### src/rtl/reg_wb_arbiter_pkg.sv
// Shared types and defaults for the register-bank writeback arbiter.
// Holds widths, requester ids, round-robin pointer and write-stage encodings.
package reg_wb_arbiter_pkg;

  localparam int DEF_DATA_W = 16;
  localparam int DEF_ADDR_W = 4;

  localparam int REQ_ALU = 0;
  localparam int REQ_MEM = 1;

  typedef enum logic {
    PRI_ALU = 1'b0,
    PRI_MEM = 1'b1
  } rr_ptr_t;

  typedef enum logic {
    WS_IDLE  = 1'b0,
    WS_WRITE = 1'b1
  } ws_t;

endpackage

### src/rtl/reg_wb_arbiter_if.sv
// Writeback request bundle: ALU and load valid/ready handshakes.
// master = requester side (execute/memory), slave = arbiter side.
import reg_wb_arbiter_pkg::*;

interface reg_wb_arbiter_if #(
  parameter int DATA_W = DEF_DATA_W,
  parameter int ADDR_W = DEF_ADDR_W
);
  logic              alu_valid;
  logic [ADDR_W-1:0] alu_addr;
  logic [DATA_W-1:0] alu_data;
  logic              alu_ready;
  logic              mem_valid;
  logic [ADDR_W-1:0] mem_addr;
  logic [DATA_W-1:0] mem_data;
  logic              mem_ready;

  modport master (
    output alu_valid, alu_addr, alu_data,
    input  alu_ready,
    output mem_valid, mem_addr, mem_data,
    input  mem_ready
  );

  modport slave (
    input  alu_valid, alu_addr, alu_data,
    output alu_ready,
    input  mem_valid, mem_addr, mem_data,
    output mem_ready
  );
endinterface

### src/rtl/reg_wb_arbiter_rr_arb2.sv
// Two-way round-robin arbiter: req[1:0] -> one-hot gnt[1:0].
// Pointer names the preferred side and moves to the other side after any grant.
import reg_wb_arbiter_pkg::*;

module rr_arb2 (
  input  logic       clk,
  input  logic       rst_n,
  input  logic [1:0] req,
  output logic [1:0] gnt,
  output rr_ptr_t    ptr
);
  rr_ptr_t ptr_nxt;

  always_comb begin
    gnt = 2'b00;
    gnt[REQ_ALU] = req[REQ_ALU]
                 & (~req[REQ_MEM] | (ptr == PRI_ALU));
    gnt[REQ_MEM] = req[REQ_MEM]
                 & (~req[REQ_ALU] | (ptr == PRI_MEM));
  end

  // Contested or not, the winner yields priority to the other side.
  always_comb begin
    ptr_nxt = ptr;
    unique case (1'b1)
      gnt[REQ_ALU]: ptr_nxt = PRI_MEM;
      gnt[REQ_MEM]: ptr_nxt = PRI_ALU;
      default:      ptr_nxt = ptr;
    endcase
  end

  always_ff @(posedge clk or negedge rst_n) begin
    if (!rst_n) ptr <= PRI_ALU;
    else        ptr <= ptr_nxt;
  end
endmodule

### src/rtl/reg_wb_arbiter.sv
// Shares the register bank write port between ALU and load writeback.
// Ports: clk/rst_n, req (slave handshakes), wb_* to bank, rd_addr/bank_reg in, fwd_reg out.
import reg_wb_arbiter_pkg::*;

module reg_wb_arbiter #(
  parameter int DATA_W = DEF_DATA_W,
  parameter int ADDR_W = DEF_ADDR_W
) (
  input  logic              clk,
  input  logic              rst_n,
  reg_wb_arbiter_if.slave   req,
  output logic              wb_r_w,
  output logic [ADDR_W-1:0] wb_write_reg,
  output logic [DATA_W-1:0] wb_reg_data,
  input  logic [ADDR_W-1:0] rd_addr_a,
  input  logic [ADDR_W-1:0] rd_addr_b,
  input  logic [DATA_W-1:0] bank_reg_a,
  input  logic [DATA_W-1:0] bank_reg_b,
  output logic [DATA_W-1:0] fwd_reg_a,
  output logic [DATA_W-1:0] fwd_reg_b
);
  logic [1:0] req_v;
  logic [1:0] gnt;
  rr_ptr_t    rr_ptr;
  ws_t        ws;
  ws_t        ws_nxt;

  // Gating with rst_n keeps ready low throughout reset.
  assign req_v[REQ_ALU] = req.alu_valid & rst_n;
  assign req_v[REQ_MEM] = req.mem_valid & rst_n;

  rr_arb2 u_arb (
    .clk   (clk),
    .rst_n (rst_n),
    .req   (req_v),
    .gnt   (gnt),
    .ptr   (rr_ptr)
  );

  assign req.alu_ready = gnt[REQ_ALU];
  assign req.mem_ready = gnt[REQ_MEM];

  always_comb begin
    ws_nxt = WS_IDLE;
    if (|gnt) ws_nxt = WS_WRITE;
  end

  always_ff @(posedge clk or negedge rst_n) begin
    if (!rst_n) begin
      ws           <= WS_IDLE;
      wb_write_reg <= '0;
      wb_reg_data  <= '0;
    end else begin
      ws <= ws_nxt;
      unique case (1'b1)
        gnt[REQ_ALU]: begin
          wb_write_reg <= req.alu_addr;
          wb_reg_data  <= req.alu_data;
        end
        gnt[REQ_MEM]: begin
          wb_write_reg <= req.mem_addr;
          wb_reg_data  <= req.mem_data;
        end
        default: ;
      endcase
    end
  end

  assign wb_r_w = (ws == WS_WRITE);

  // Bypass the write landing this cycle so readers never see stale data.
  assign fwd_reg_a = (wb_r_w && rd_addr_a == wb_write_reg)
                   ? wb_reg_data : bank_reg_a;
  assign fwd_reg_b = (wb_r_w && rd_addr_b == wb_write_reg)
                   ? wb_reg_data : bank_reg_b;

  // rr_ptr is only observed through the grants.
  logic unused_ptr;
  assign unused_ptr = ^rr_ptr;
endmodule
### src/flat_wrapper.sv
// flat-port wrapper written by rule: the top's interface ports become plain ports
module reg_wb_arbiter_flat 
#(
  parameter int DATA_W = DEF_DATA_W,
  parameter int ADDR_W = DEF_ADDR_W
)
  (clk, rst_n, wb_r_w, wb_write_reg, wb_reg_data, rd_addr_a, rd_addr_b, bank_reg_a, bank_reg_b, fwd_reg_a, fwd_reg_b, req_alu_valid, req_alu_addr, req_alu_data, req_alu_ready, req_mem_valid, req_mem_addr, req_mem_data, req_mem_ready);
  reg_wb_arbiter_if #(.DATA_W(DATA_W), .ADDR_W(ADDR_W)) req_i ();
  input  logic clk;
  input  logic rst_n;
  output logic wb_r_w;
  output logic [ADDR_W-1:0] wb_write_reg;
  output logic [DATA_W-1:0] wb_reg_data;
  input  logic [ADDR_W-1:0] rd_addr_a;
  input  logic [ADDR_W-1:0] rd_addr_b;
  input  logic [DATA_W-1:0] bank_reg_a;
  input  logic [DATA_W-1:0] bank_reg_b;
  output logic [DATA_W-1:0] fwd_reg_a;
  output logic [DATA_W-1:0] fwd_reg_b;
  input wire logic [$bits(req_i.alu_valid)-1:0] req_alu_valid;
  input wire logic [$bits(req_i.alu_addr)-1:0] req_alu_addr;
  input wire logic [$bits(req_i.alu_data)-1:0] req_alu_data;
  output wire logic [$bits(req_i.alu_ready)-1:0] req_alu_ready;
  input wire logic [$bits(req_i.mem_valid)-1:0] req_mem_valid;
  input wire logic [$bits(req_i.mem_addr)-1:0] req_mem_addr;
  input wire logic [$bits(req_i.mem_data)-1:0] req_mem_data;
  output wire logic [$bits(req_i.mem_ready)-1:0] req_mem_ready;
  assign req_i.alu_valid = req_alu_valid;
  assign req_i.alu_addr = req_alu_addr;
  assign req_i.alu_data = req_alu_data;
  assign req_alu_ready = req_i.alu_ready;
  assign req_i.mem_valid = req_mem_valid;
  assign req_i.mem_addr = req_mem_addr;
  assign req_i.mem_data = req_mem_data;
  assign req_mem_ready = req_i.mem_ready;
  reg_wb_arbiter #(.DATA_W(DATA_W), .ADDR_W(ADDR_W)) u_core (.clk(clk), .rst_n(rst_n), .req(req_i), .wb_r_w(wb_r_w), .wb_write_reg(wb_write_reg), .wb_reg_data(wb_reg_data), .rd_addr_a(rd_addr_a), .rd_addr_b(rd_addr_b), .bank_reg_a(bank_reg_a), .bank_reg_b(bank_reg_b), .fwd_reg_a(fwd_reg_a), .fwd_reg_b(fwd_reg_b));
endmodule
### config.mk
export PLATFORM = sky130hd
export DESIGN_NAME = reg_wb_arbiter_flat
export DESIGN_NICKNAME = d
export VERILOG_FILES = /design/src/rtl/reg_wb_arbiter_pkg.sv /design/src/rtl/reg_wb_arbiter_if.sv /design/src/rtl/reg_wb_arbiter_rr_arb2.sv /design/src/rtl/reg_wb_arbiter.sv /design/src/flat_wrapper.sv
export SDC_FILE = /design/constraint.sdc
export NUM_CORES = 1
export LEC_CHECK = 0
export ABC_CLOCK_PERIOD_IN_PS = 3900
export BUFFER_PORTS_ARGS = -buffer_cell sky130_fd_sc_hd__buf_4
export CAP_MARGIN = 0
export CORE_ASPECT_RATIO = 1.5
export CORE_MARGIN = 3
export CORE_UTILIZATION = 40
export CTS_CLUSTER_DIAMETER = 100
export DETAILED_ROUTE_END_ITERATION = 16
export GPL_ROUTABILITY_DRIVEN = 1
export PLACE_DENSITY_LB_ADDON = 0.05
export REMOVE_ABC_BUFFERS = 1
export SLEW_MARGIN = 20
export SYNTH_ARGS = -nofsm -noshare
export SYNTH_HDL_FRONTEND = slang
export SYNTH_SLANG_ARGS = --single-unit
export TNS_END_PERCENT = 30
### constraint.sdc
create_clock -name clk -period 3.9 [get_ports clk]
set_input_delay 0.195 -clock clk [delete_from_list [all_inputs] [get_ports clk]]
set_output_delay 0.195 -clock clk [all_outputs]
set_load 0.02 [all_outputs]
**Word-level counts from Yosys, hierarchy flattened**

Index checks and enable logic that the tools add are counted.

- Bits in registers: 22
- Bits of input ports: 84
- Logic and storage cells: 25

- Equal/unequal tests: 2
- Multiplexer cells: 6
- Bitwise gates (word level): 9
- Reductions and logical operators: 4

Operators by type and width:

| operator | count |
|---|---|
| two-way mux 16 bit | 2 |
| one-hot mux 16 bit (2 select lines) | 1 |
| equality test 4 bit | 2 |
| one-hot mux 4 bit (2 select lines) | 1 |
| bitwise AND 1 bit | 4 |
| NOT 1 bit | 3 |
| logical AND 1 bit | 2 |
| bitwise OR 1 bit | 2 |
| one-hot mux 1 bit (2 select lines) | 1 |
| nonzero test 2 bit | 1 |
| OR reduction 2 bit | 1 |
| two-way mux 1 bit | 1 |

**Longest topological paths before layout**

Gate-level depths: netlist of run 1.

- Depth after elaboration: 6
- Gate-level depth with buffers: 5

**By module**

Synthesis of run 1 repeated with hierarchy kept, for this count alone.

- Cell total of the unflattened synthesis: 146
- Area total of the unflattened synthesis: 1512.7 µm²

By module, submodules not included:

| module | instances | cells an instance | area each (µm²) | seq. area each (µm²) |
|---|---|---|---|---|
| reg_wb_arbiter | 1 | 140 | 1458.9 | 525.5 |
| rr_arb2 | 1 | 6 | 53.8 | 25.0 |

**Least setup slack after synthesis of run 1**

Ideal clock, no wire load.

- Path kind: register to output
- Start point: reg u_core.wb_write_reg[0]
- End point: out fwd_reg_a[10]
- Data arrival time: 1.785 ns
- Required time: 3.705 ns
- Setup slack: 1.920 ns
- Stages on the path, launching flop included: 6
- Cell sequence: dfrtp_1 > inv_1 > a222oi_1 > nor3b_4 > buf_6 > mux2_2

- Word-level cells in the longest chain between the ends: 3

RTL lines:

| item | line | text |
|---|---|---|
| start, declared | reg_wb_arbiter.sv:13 | `output logic [ADDR_W-1:0] wb_write_reg,` |
| start signal, assigned | reg_wb_arbiter.sv:57 | `wb_write_reg <= req.alu_addr;` |
| start signal, assigned | reg_wb_arbiter.sv:61 | `wb_write_reg <= req.mem_addr;` |
| equality test 4 bit | reg_wb_arbiter.sv:72 | `assign fwd_reg_a = (wb_r_w && rd_addr_a == wb_write_reg)` |
| logical AND 1 bit | reg_wb_arbiter.sv:72 |  |
| two-way mux 16 bit | reg_wb_arbiter.sv:73 | `? wb_reg_data : bank_reg_a;` |
| end, declared | flat_wrapper.sv:18 | `output logic [DATA_W-1:0] fwd_reg_a;` |

No other way between the ends.

**Worst setup path after layout of run 1**

- Start point: reg u_core.wb_write_reg[0]
- End point: out fwd_reg_a[13]

Same word-level chain as after synthesis.

==> metrics.csv, run 1 <==
stage;metric;value;unit
drt;vias_per_cell;5.00;
drt;ant_nets;0;
final_layout;final_cell_mix;buf_4, mux2_2, nand2_1, dfrtp_1;
worst_setup_path;start_kind;flop;
drt;dr.pass1.iters;4;
clocking;clk_path_buf_depth;2;
clocking;cts_tree;done;
power_and_ir_drop;power.total;0.785;mW
global_route;grt_pass1_vias;1593;
drt;wire_per_inst;14.1;um
floorplanning;ioPinCount;139;
global_route;grt_start_max_net_pins;26;
final_layout;final_common_cell;buf_4;
final_layout;diodes;0;
floorplanning;rows;26;
synthesis;synth_cell_types;22;
global_route;grt_first_pass_wirelength;7160;um
clocking;cts_sinks;22;
global_route;grt_remaining_overflow;0;
placement;io_buffers;138;
drt;drc;0;
power_and_ir_drop;p_leak;1.43;nW
sta;hold_viol;0;
final_layout;area_delta_synth_final;75.9;%
worst_setup_path;critPathKind;reg2out;
synthesis;synth_warnings;0;
final_layout;largest_reg_flops;16;
run;max_cap_violations;0;
sta;worst_pin_slew;0.938;ns
sta;final-setup-viol-count;0;
floorplanning;chipWidth;56.0;um
synthesis;ys_seq_elements;22;
sta;relSlewSlack;37.2;%
worst_setup_path;worstPathMaxFanout;16;
sta;fin_crit_sh;67.6;%
floorplanning;start_util;42.7;%
power_and_ir_drop;cellPowerDensity;297;nW/um^2
clocking;clk_pin_slew_worst_paths;0.08;ns
sta;fmax;0.380;GHz
global_route;antenna_found_initial;0;
final_layout;fillers;287;
placement;dp_hpwl;3690;um
drt;drtIter0Drc;50;
clocking;cts_inserted_buffers;3;
drt;vias;1624;
clocking;worst_skew_pair.late_latency;0.26;ns
power_and_ir_drop;ir_drop;0.244;mV
synthesis;syn_inst;145;
synthesis;synth_area;1500;sq um
final_layout;drive_gt1_share;63.6;%
outcome;run_status;finished, final reports clean;
synthesis;ys_seq_area_share;36.7;%
worst_setup_path;cp.arrival;2.44;ns
worst_setup_path;required;3.70;ns
clocking;cts_resized;0;
synthesis;syn_avg_cell_area;10.4;sq um
sta;finalSetupTns;0;ns
sta;skew;0.00231;ns
floorplanning;dieHeight;81.0;um
sta;rsz0062_at_grt;no;
sta;maxSlewViolCount;0;
floorplanning;dieArea;4540;sq um
placement;gp_congestion;0.759;
floorplanning;coreArea;3510;sq um
drt;wl;4600;um
final_layout;finalNetCount;368;
global_route;grt_usage;19.4;%
min_path;hold_path_class;in2reg;
clocking;htree_levels;1;
clocking;cts_root_buf;clkbuf_8;
worst_setup_path;end_kind;primary output;
final_layout;fin_util;75.2;%
sta;period_minus_slack;2.63;ns
-- worst max-delay path: stages (launching register included) --
cell and delay (ns):
dfrtp_1 0.43, inv_1 0.06, a222oi_1 0.30, nor3b_4 0.81, mux2_2 0.42, buf_4 0.16
-- power by group --
part / leakage, nW / switching [mW] / internal [mW]
Clock: 0.0288 / 0.0731 / 0.0900
Combinational: 1.13 / 0.157 / 0.174
Sequential: 0.270 / 0.0324 / 0.258
-- metal layers --
metal	global-route usage, %	share of wire (%)	vias up
li1	-	-	787
met1	21.7	36	743
met2	36.7	53	89
met3	4.93	9.8	5
met4	4.28	0.91	0
met5	0	0	-
-- through the flow --
step / std cells / hold slack (ns) / area, sq um / setup slack (ns)
3_5_place_dp: 319 / 0.110 / 2560 / 1.51
2_1_floorplan: 137 / -0.101 / 1460 / 1.46
5_1_grt: 325 / 0.228 / 2640 / 1.11
3_3_place_gp: 319 / 0.110 / 2560 / 1.52
6_report: 325 / 0.218 / 2640 / 1.27
4_1_cts: 324 / 0.221 / 2630 / 1.22
-- Yosys cell counts --
library cell   n  share of area (%)
nor3b_4        1                1.3
a222oi_1       1               0.67
nand2b_1       1               0.42
o2111ai_1      1               0.58
buf_4          1               0.50
o211ai_1       1               0.50
buf_6          1               0.75
mux2_2        32                 24
o21ai_1        1               0.33
nor4_4         1                1.4
buf_2          2               0.67
a21oi_1        1               0.33
or2b_1         1               0.50
a21o_1         1               0.50
dfrtp_1       22                 37
nand2_1       22                5.5
xnor2_1        1               0.58
clkbuf_1       4                1.0
mux2i_1       20                 13
o21ai_0       20                6.7
xor2_1         4                2.3
inv_1          6                1.5
-- kinds of logic (layout without fill, tap and decap cells) --
group	count (synthesis)	after routing	synth area share (%)
muxes	52	52	37.3
AOI/OAI and AO/OA	26	26	9.58
and+or+nand+nor	26	26	9.08
DFF	22	22	36.7
buffers and inverters	14	152	4.42
xor gates and xnor gates	5	5	2.92
-- timing repair --
action                                 CTS  global route
buffers inserted                         0             0
setup endpoints to repair                0             0
endpoints found under the hold margin   22             0
hold buffers                             1             0
-- path summary, 6_finish.rpt --
path | slack, ns | from | to | cells past startpoint
min reg2reg | 0.53 | u_core.u_arb.ptr | u_core.u_arb.ptr | 1
max in group asynchronous | 3.29 | rst_n | u_core.wb_reg_data[0] | 2
max | 1.27 | u_core.wb_write_reg[0] | fwd_reg_a[13] | 5
max reg2reg | 1.85 | u_core.u_arb.ptr | u_core.wb_reg_data[14] | 4
min in group asynchronous | 0.37 | rst_n | u_core.wb_write_reg[1] | 2
min | 0.22 | req_mem_addr[3] | u_core.wb_write_reg[3] | 3
-- area by class of cell --
class,count,area [sq um],share of cell area [%]
repair buffers,142,1070,40.6
multi-input cells,109,888,33.6
flip-flops and latches,22,551,20.8
clock buffers,4,55.1,2.08
well taps,42,52.6,1.99
inverters,6,22.5,0.853
Power figures use the tool's default switching activity.
==> inputs of run 2 (changes only) <==
--- a/config.mk
+++ b/config.mk
@@ -5,12 +5,12 @@
 export SDC_FILE = /design/constraint.sdc
 export NUM_CORES = 1
 export LEC_CHECK = 0
-export ABC_CLOCK_PERIOD_IN_PS = 3900
+export ABC_CLOCK_PERIOD_IN_PS = 2350
 export BUFFER_PORTS_ARGS = -buffer_cell sky130_fd_sc_hd__buf_4
 export CAP_MARGIN = 0
 export CORE_ASPECT_RATIO = 1.5
 export CORE_MARGIN = 3
-export CORE_UTILIZATION = 40
+export CORE_UTILIZATION = 33
 export CTS_CLUSTER_DIAMETER = 100
 export DETAILED_ROUTE_END_ITERATION = 16
 export GPL_ROUTABILITY_DRIVEN = 1
==> constraint.sdc (replaced) <==
create_clock -name clk -period 2.35 [get_ports clk]
set_input_delay 0.1175 -clock clk [delete_from_list [all_inputs] [get_ports clk]]
set_output_delay 0.1175 -clock clk [all_outputs]
set_load 0.02 [all_outputs]
==> metrics.csv, run 2 (synthesized netlist as in run 1, its figures left out) <==
stage;metric;value;unit;change
outcome;run_status;finished, final reports clean;;
power_and_ir_drop;p_leak;1.43;nW;+0.13%
sta;fmax;0.458;GHz;
floorplanning;dieHeight;88.6;um;+9.3%
worst_setup_path;end_kind;primary output;;
sta;hold_viol;0;;unchanged
clocking;cts_resized;0;;unchanged
drt;drc;0;;unchanged
final_layout;diodes;0;;unchanged
drt;wire_per_inst;14.3;um;+1.1%
min_path;min-delay-start;req_mem_data[13];;
final_layout;finalNetCount;370;;+0.54%
sta;rsz0062_at_grt;no;;
final_layout;drive_gt1_share;63.7;%;+0.13 points
global_route;grt_pass1_vias;1621;;+1.8%
placement;placed_cells;326;;+2.2%
floorplanning;chipWidth;61.1;um;+9.0%
placement;gp_congestion;0.663;;-13%
global_route;grt_remaining_overflow;0;;unchanged
clocking;cts_inserted_buffers;3;;unchanged
power_and_ir_drop;cellPowerDensity;476;nW/um^2;+60%
worst_setup_path;critPathLaunch;u_core.wb_write_reg[1];;
sta;skew;0.000846;ns;-0.00146 ns
sta;fin_crit_sh;92.9;%;
global_route;grt_first_pass_wirelength;7100;um;-0.87%
drt;wl;4720;um;+2.7%
min_path;hold_path_class;in2reg;;
worst_setup_path;r2r-start;u_core.u_arb.ptr;;
worst_setup_path;critPathKind;reg2out;;
final_layout;largest_reg_flops;16;;unchanged
floorplanning;coreArea;4320;sq um;+23%
clocking;htree_levels;1;;unchanged
clocking;cts_setup_buffers;0;;unchanged
drt;vias_per_cell;4.85;;-3.0%
floorplanning;start_util;34.8;%;-8.0 points
placement;dp_hpwl;3810;um;+3.1%
sta;period_minus_slack;2.18;ns;
worst_setup_path;worstPathMaxFanout;16;;unchanged
worst_setup_path;required;2.23;ns;-1.47 ns
global_route;grt_usage;17.0;%;-2.4 points
clocking;worst_skew_pair.late_latency;0.25;ns;about the same
clocking;cts_sinks;22;;unchanged
final_layout;final_common_cell;buf_4;;
clocking;cts_root_buf;clkbuf_8;;
worst_setup_path;start_kind;flop;;
sta;worst_pin_slew;0.348;ns;-0.590 ns
floorplanning;dieArea;5410;sq um;+19%
power_and_ir_drop;ir_drop;0.205;mV;-16%
final_layout;final_cell_mix;buf_4, mux2_2, nand2_1, dfrtp_1;;
sta;whs;0.144;ns;-0.0740 ns
sta;relSlewSlack;76.8;%;+40 points
floorplanning;ioPinCount;139;;unchanged
drt;vias;1600;;-1.5%
placement;io_buffers;138;;unchanged
worst_setup_path;cp.arrival;2.07;ns;-0.37 ns
final_layout;area_delta_synth_final;76.1;%;about the same
run;max_cap_violations;0;;unchanged
clocking;clk_pin_slew_worst_paths;0.07;ns;about the same
global_route;antenna_found_initial;0;;unchanged
clocking;clk_path_buf_depth;2;;unchanged
drt;ant_nets;0;;unchanged
drt;drtIter0Drc;51;;+2.0%
sta;final-setup-viol-count;0;;unchanged
global_route;grt_start_max_net_pins;43;;+65%
sta;maxSlewViolCount;0;;unchanged
final_layout;fillers;423;;+47%
sta;finalSetupTns;0;ns;unchanged
clocking;cts_tree;done;;
final_layout;layout.cells.non_filler;330;;+1.5%
floorplanning;rows;29;;+12%
drt;dr.pass1.iters;4;;unchanged
run 2: cell types whose count changed in the layout (fill, tap and decap cells not counted), sizes merged:
cell / change
buf: +2
clkbuf: -1
run 2: repair_timing:
item / 4_1_cts / 5_1_grt
hold endpoints to repair: 22 / 0
hold buffers: 1 / 0
setup endpoints to repair: 0 / 0
run 2: path summary, 6_finish.rpt:
kind | to | slack, ns | cells past startpoint
max | fwd_reg_a[5] | 0.17 | 6
min | u_core.wb_reg_data[13] | 0.14 | 3
max reg2reg | u_core.wb_reg_data[12] | 0.98 | 4
min reg2reg | u_core.u_arb.ptr | 0.51 | 1
max in group asynchronous | u_core.wb_reg_data[0] | 1.81 | 2
min in group asynchronous | u_core.u_arb.ptr | 0.30 | 2
run 2: layout make-up:
class	count	area, sq um	share of cell area (%)
clock buffers	3	41.3	1.56
flip-flops and latches	22	551	20.8
inverters	6	22.5	0.852
multi-input cells	109	888	33.6
repair buffers	144	1080	41.0
well taps	46	57.6	2.18
run 2: worst max-delay path, stage by stage (launching register included):
cell      delay, ns
dfrtp_1        0.43
inv_1          0.07
a222oi_1       0.28
nor3b_4        0.23
buf_4          0.28
mux2_2         0.37
buf_4          0.16
run 2: metrics by stage:
step           total power [mW]  utilization (%)  setup WS, ns  area, sq um
2_1_floorplan             0.752                -       -0.0571         1460
3_3_place_gp               1.04             60.0         0.487         2590
3_5_place_dp               1.05             60.0         0.446         2590
4_1_cts                    1.28             61.2         0.159         2640
5_1_grt                    1.34             61.2        0.0561         2640
6_report                   1.26             61.2         0.167         2640
run 2: layer usage:
layer / global-route usage [%] / vias to the layer above / share of wire [%]
li1: - / 790 / -
met1: 18.3 / 732 / 35
met2: 33.4 / 76 / 57
met3: 2.48 / 2 / 7.1
met4: 3.55 / 0 / 0.47
met5: 0 / - / 0
run 2: report_power, final:
group          switching, mW  internal, mW  total, mW
combinational          0.260         0.290      0.550
clock                  0.112         0.114      0.226
sequential            0.0543         0.428      0.482
==> inputs of run 3 (changes only) <==
--- a/config.mk
+++ b/config.mk
@@ -5,15 +5,16 @@
 export SDC_FILE = /design/constraint.sdc
 export NUM_CORES = 1
 export LEC_CHECK = 0
-export ABC_CLOCK_PERIOD_IN_PS = 2350
+export ABC_CLOCK_PERIOD_IN_PS = 2450
 export BUFFER_PORTS_ARGS = -buffer_cell sky130_fd_sc_hd__buf_4
 export CAP_MARGIN = 0
 export CORE_ASPECT_RATIO = 1.5
 export CORE_MARGIN = 3
-export CORE_UTILIZATION = 33
+export CORE_UTILIZATION = 37
 export CTS_CLUSTER_DIAMETER = 100
 export DETAILED_ROUTE_END_ITERATION = 16
 export GPL_ROUTABILITY_DRIVEN = 1
+export GPL_TIMING_DRIVEN = 1
 export PLACE_DENSITY_LB_ADDON = 0.05
 export REMOVE_ABC_BUFFERS = 1
 export SLEW_MARGIN = 20
==> constraint.sdc (replaced) <==
create_clock -name clk -period 2.45 [get_ports clk]
set_input_delay 0.1225 -clock clk [delete_from_list [all_inputs] [get_ports clk]]
set_output_delay 0.1225 -clock clk [all_outputs]
set_load 0.02 [all_outputs]
==> metrics.csv, run 3 (synthesized netlist as in run 1, its figures left out) <==
stage;metric;value;unit;change
outcome;run_status;finished, final reports clean;;
final_layout;finalNetCount;372;;+0.54%
floorplanning;rows;27;;-6.9%
sta;relSlewSlack;48.2;%;-29 points
sta;final-setup-viol-count;0;;unchanged
floorplanning;chipWidth;58.0;um;-5.0%
global_route;grt_usage;18.6;%;+1.6 points
global_route;grt_first_pass_wirelength;7290;um;+2.7%
sta;rsz0062_at_grt;no;;
final_layout;area_delta_synth_final;78.8;%;
clocking;cts_root_buf;clkbuf_8;;
drt;wl;4500;um;-4.6%
clocking;cts_sinks;22;;unchanged
sta;skew;0.00144;ns;+0.000589 ns
sta;fin_crit_sh;85.9;%;
worst_setup_path;cp.arrival;1.98;ns;-0.09 ns
final_layout;multiInputGateArea;888;sq um;unchanged
power_and_ir_drop;cellPowerDensity;493;nW/um^2;+3.5%
worst_setup_path;slowest_stage;dfrtp_1;;
run;max_cap_violations;0;;unchanged
sta;maxSlewViolCount;0;;unchanged
floorplanning;coreArea;3780;sq um;-12%
final_layout;diodes;0;;unchanged
worst_setup_path;end_kind;primary output;;
power_and_ir_drop;ir_drop;0.318;mV;+56%
worst_setup_path;cp_common_cell;buf_4;;
final_layout;largest_reg_flops;16;;unchanged
clocking;cts_setup_buffers;0;;unchanged
drt;drc;0;;unchanged
clocking;clk_path_buf_depth;2;;unchanged
power_and_ir_drop;p_leak;1.46;nW;+1.7%
worst_setup_path;critPathMaxStageDelay;0.41;ns;-0.02 ns
floorplanning;dieArea;4870;sq um;-9.9%
final_layout;fillers;314;;-26%
placement;place_area;2600;sq um;+0.43%
worst_setup_path;critPathKind;reg2out;;
clocking;htree_levels;1;;unchanged
global_route;grt_remaining_overflow;0;;unchanged
clocking;cts_resized;0;;unchanged
drt;drtIter0Drc;34;;-33%
drt;dr.pass1.iters;4;;unchanged
floorplanning;dieHeight;84.0;um;-5.2%
worst_setup_path;worstPathMaxFanout;8;;-8
final_layout;drive_gt1_share;64.1;%;+0.38 points
final_layout;final_area;2690;sq um;+1.6%
placement;io_buffers;138;;unchanged
sta;fmax;0.475;GHz;
sta;finalSetupTns;0;ns;unchanged
drt;ant_nets;0;;unchanged
sta;period_minus_slack;2.10;ns;
clocking;hold_buffers;1;;unchanged
sta;hold_viol;0;;unchanged
clocking;worst_skew_pair.late_latency;0.26;ns;about the same
global_route;grt_pass1_vias;1634;;+0.80%
placement;dp_hpwl;3740;um;-1.9%
final_layout;regArea;551;sq um;unchanged
drt;wire_per_inst;13.6;um;-4.6%
sta;whs;0.148;ns;+0.00452 ns
global_route;antenna_found_initial;0;;unchanged
worst_setup_path;path_cells;inv_1 > a222oi_1 > nor3b_4 > buf_4 > mux2_2 > buf_4;;
clocking;clk_pin_slew_worst_paths;0.08;ns;about the same
final_layout;final_common_cell;buf_4;;
placement;gp_congestion;0.757;;+14%
drt;vias_per_cell;4.84;;-0.12%
floorplanning;ioPinCount;139;;unchanged
sta;worst_pin_slew;0.777;ns;+0.429 ns
clocking;cts_inserted_buffers;3;;unchanged
clocking;cts_tree;done;;
final_layout;final_cell_mix;buf_4, mux2_2, nand2_1, dfrtp_1;;
min_path;hold_path_class;in2reg;;
drt;vias;1598;;-0.13%
final_layout;fin_util;71.0;%;+9.7 points
floorplanning;start_util;39.7;%;+4.9 points
global_route;grt_start_max_net_pins;26;;-40%
worst_setup_path;start_kind;flop;;
worst_setup_path;required;2.33;ns;+0.10 ns
## run 3: changes by cell type in the layout (fill, tap and decap cells not counted)
cell       delta
buf_4         +2
bufinv_16     +1
## run 3: final timing paths
check                      cells after the start                    from  slack, ns                      to
max                                            6  u_core.wb_write_reg[0]       0.35            fwd_reg_a[0]
min                                            3        req_mem_data[10]       0.15  u_core.wb_reg_data[10]
max reg2reg                                    4        u_core.u_arb.ptr       1.01   u_core.wb_reg_data[0]
min reg2reg                                    1        u_core.u_arb.ptr       0.52        u_core.u_arb.ptr
max in group asynchronous                      2                   rst_n       1.91   u_core.wb_reg_data[4]
min in group asynchronous                      2                   rst_n       0.29  u_core.wb_write_reg[3]
## run 3: worst max-delay path: cells and delay by family, from the launching register on
| family | cells | cell delay, ns |
|---|---|---|
| muxes | 1 | 0.35 |
| DFF | 1 | 0.41 |
| AOI/OAI and AO/OA | 1 | 0.30 |
| buffers and inverters | 3 | 0.42 |
| and+or+nand+nor | 1 | 0.25 |
## run 3: metrics by stage
step / total power, mW / instances / setup WS (ns)
6_report: 1.32 / 330 / 0.346
5_1_grt: 1.40 / 330 / 0.227
4_1_cts: 1.34 / 330 / 0.324
3_5_place_dp: 1.00 / 325 / 0.621
3_3_place_gp: 0.996 / 325 / 0.613
2_1_floorplan: 0.721 / 137 / 0.0429
## run 3: where the power goes
group	leakage, nW	internal (mW)	switching (mW)
sequential	0.270	0.410	0.0506
combinational	1.15	0.280	0.249
clock	0.0357	0.218	0.115
## run 3: cell type report
| type | count | area share, % |
|---|---|---|
| multi-input cells | 109 | 33.1 |
| repair buffers | 146 | 40.9 |
| clock inverters | 1 | 1.12 |
| clock buffers | 3 | 1.54 |
| flip-flops and latches | 22 | 20.5 |
| well taps | 43 | 2.00 |
| inverters | 6 | 0.839 |
## run 3: routing by layer
layer  GRT usage, %  wire, um
met5              0         0
met4           4.43        22
met3           4.49       468
met2           33.6      2280
met1           21.2      1740
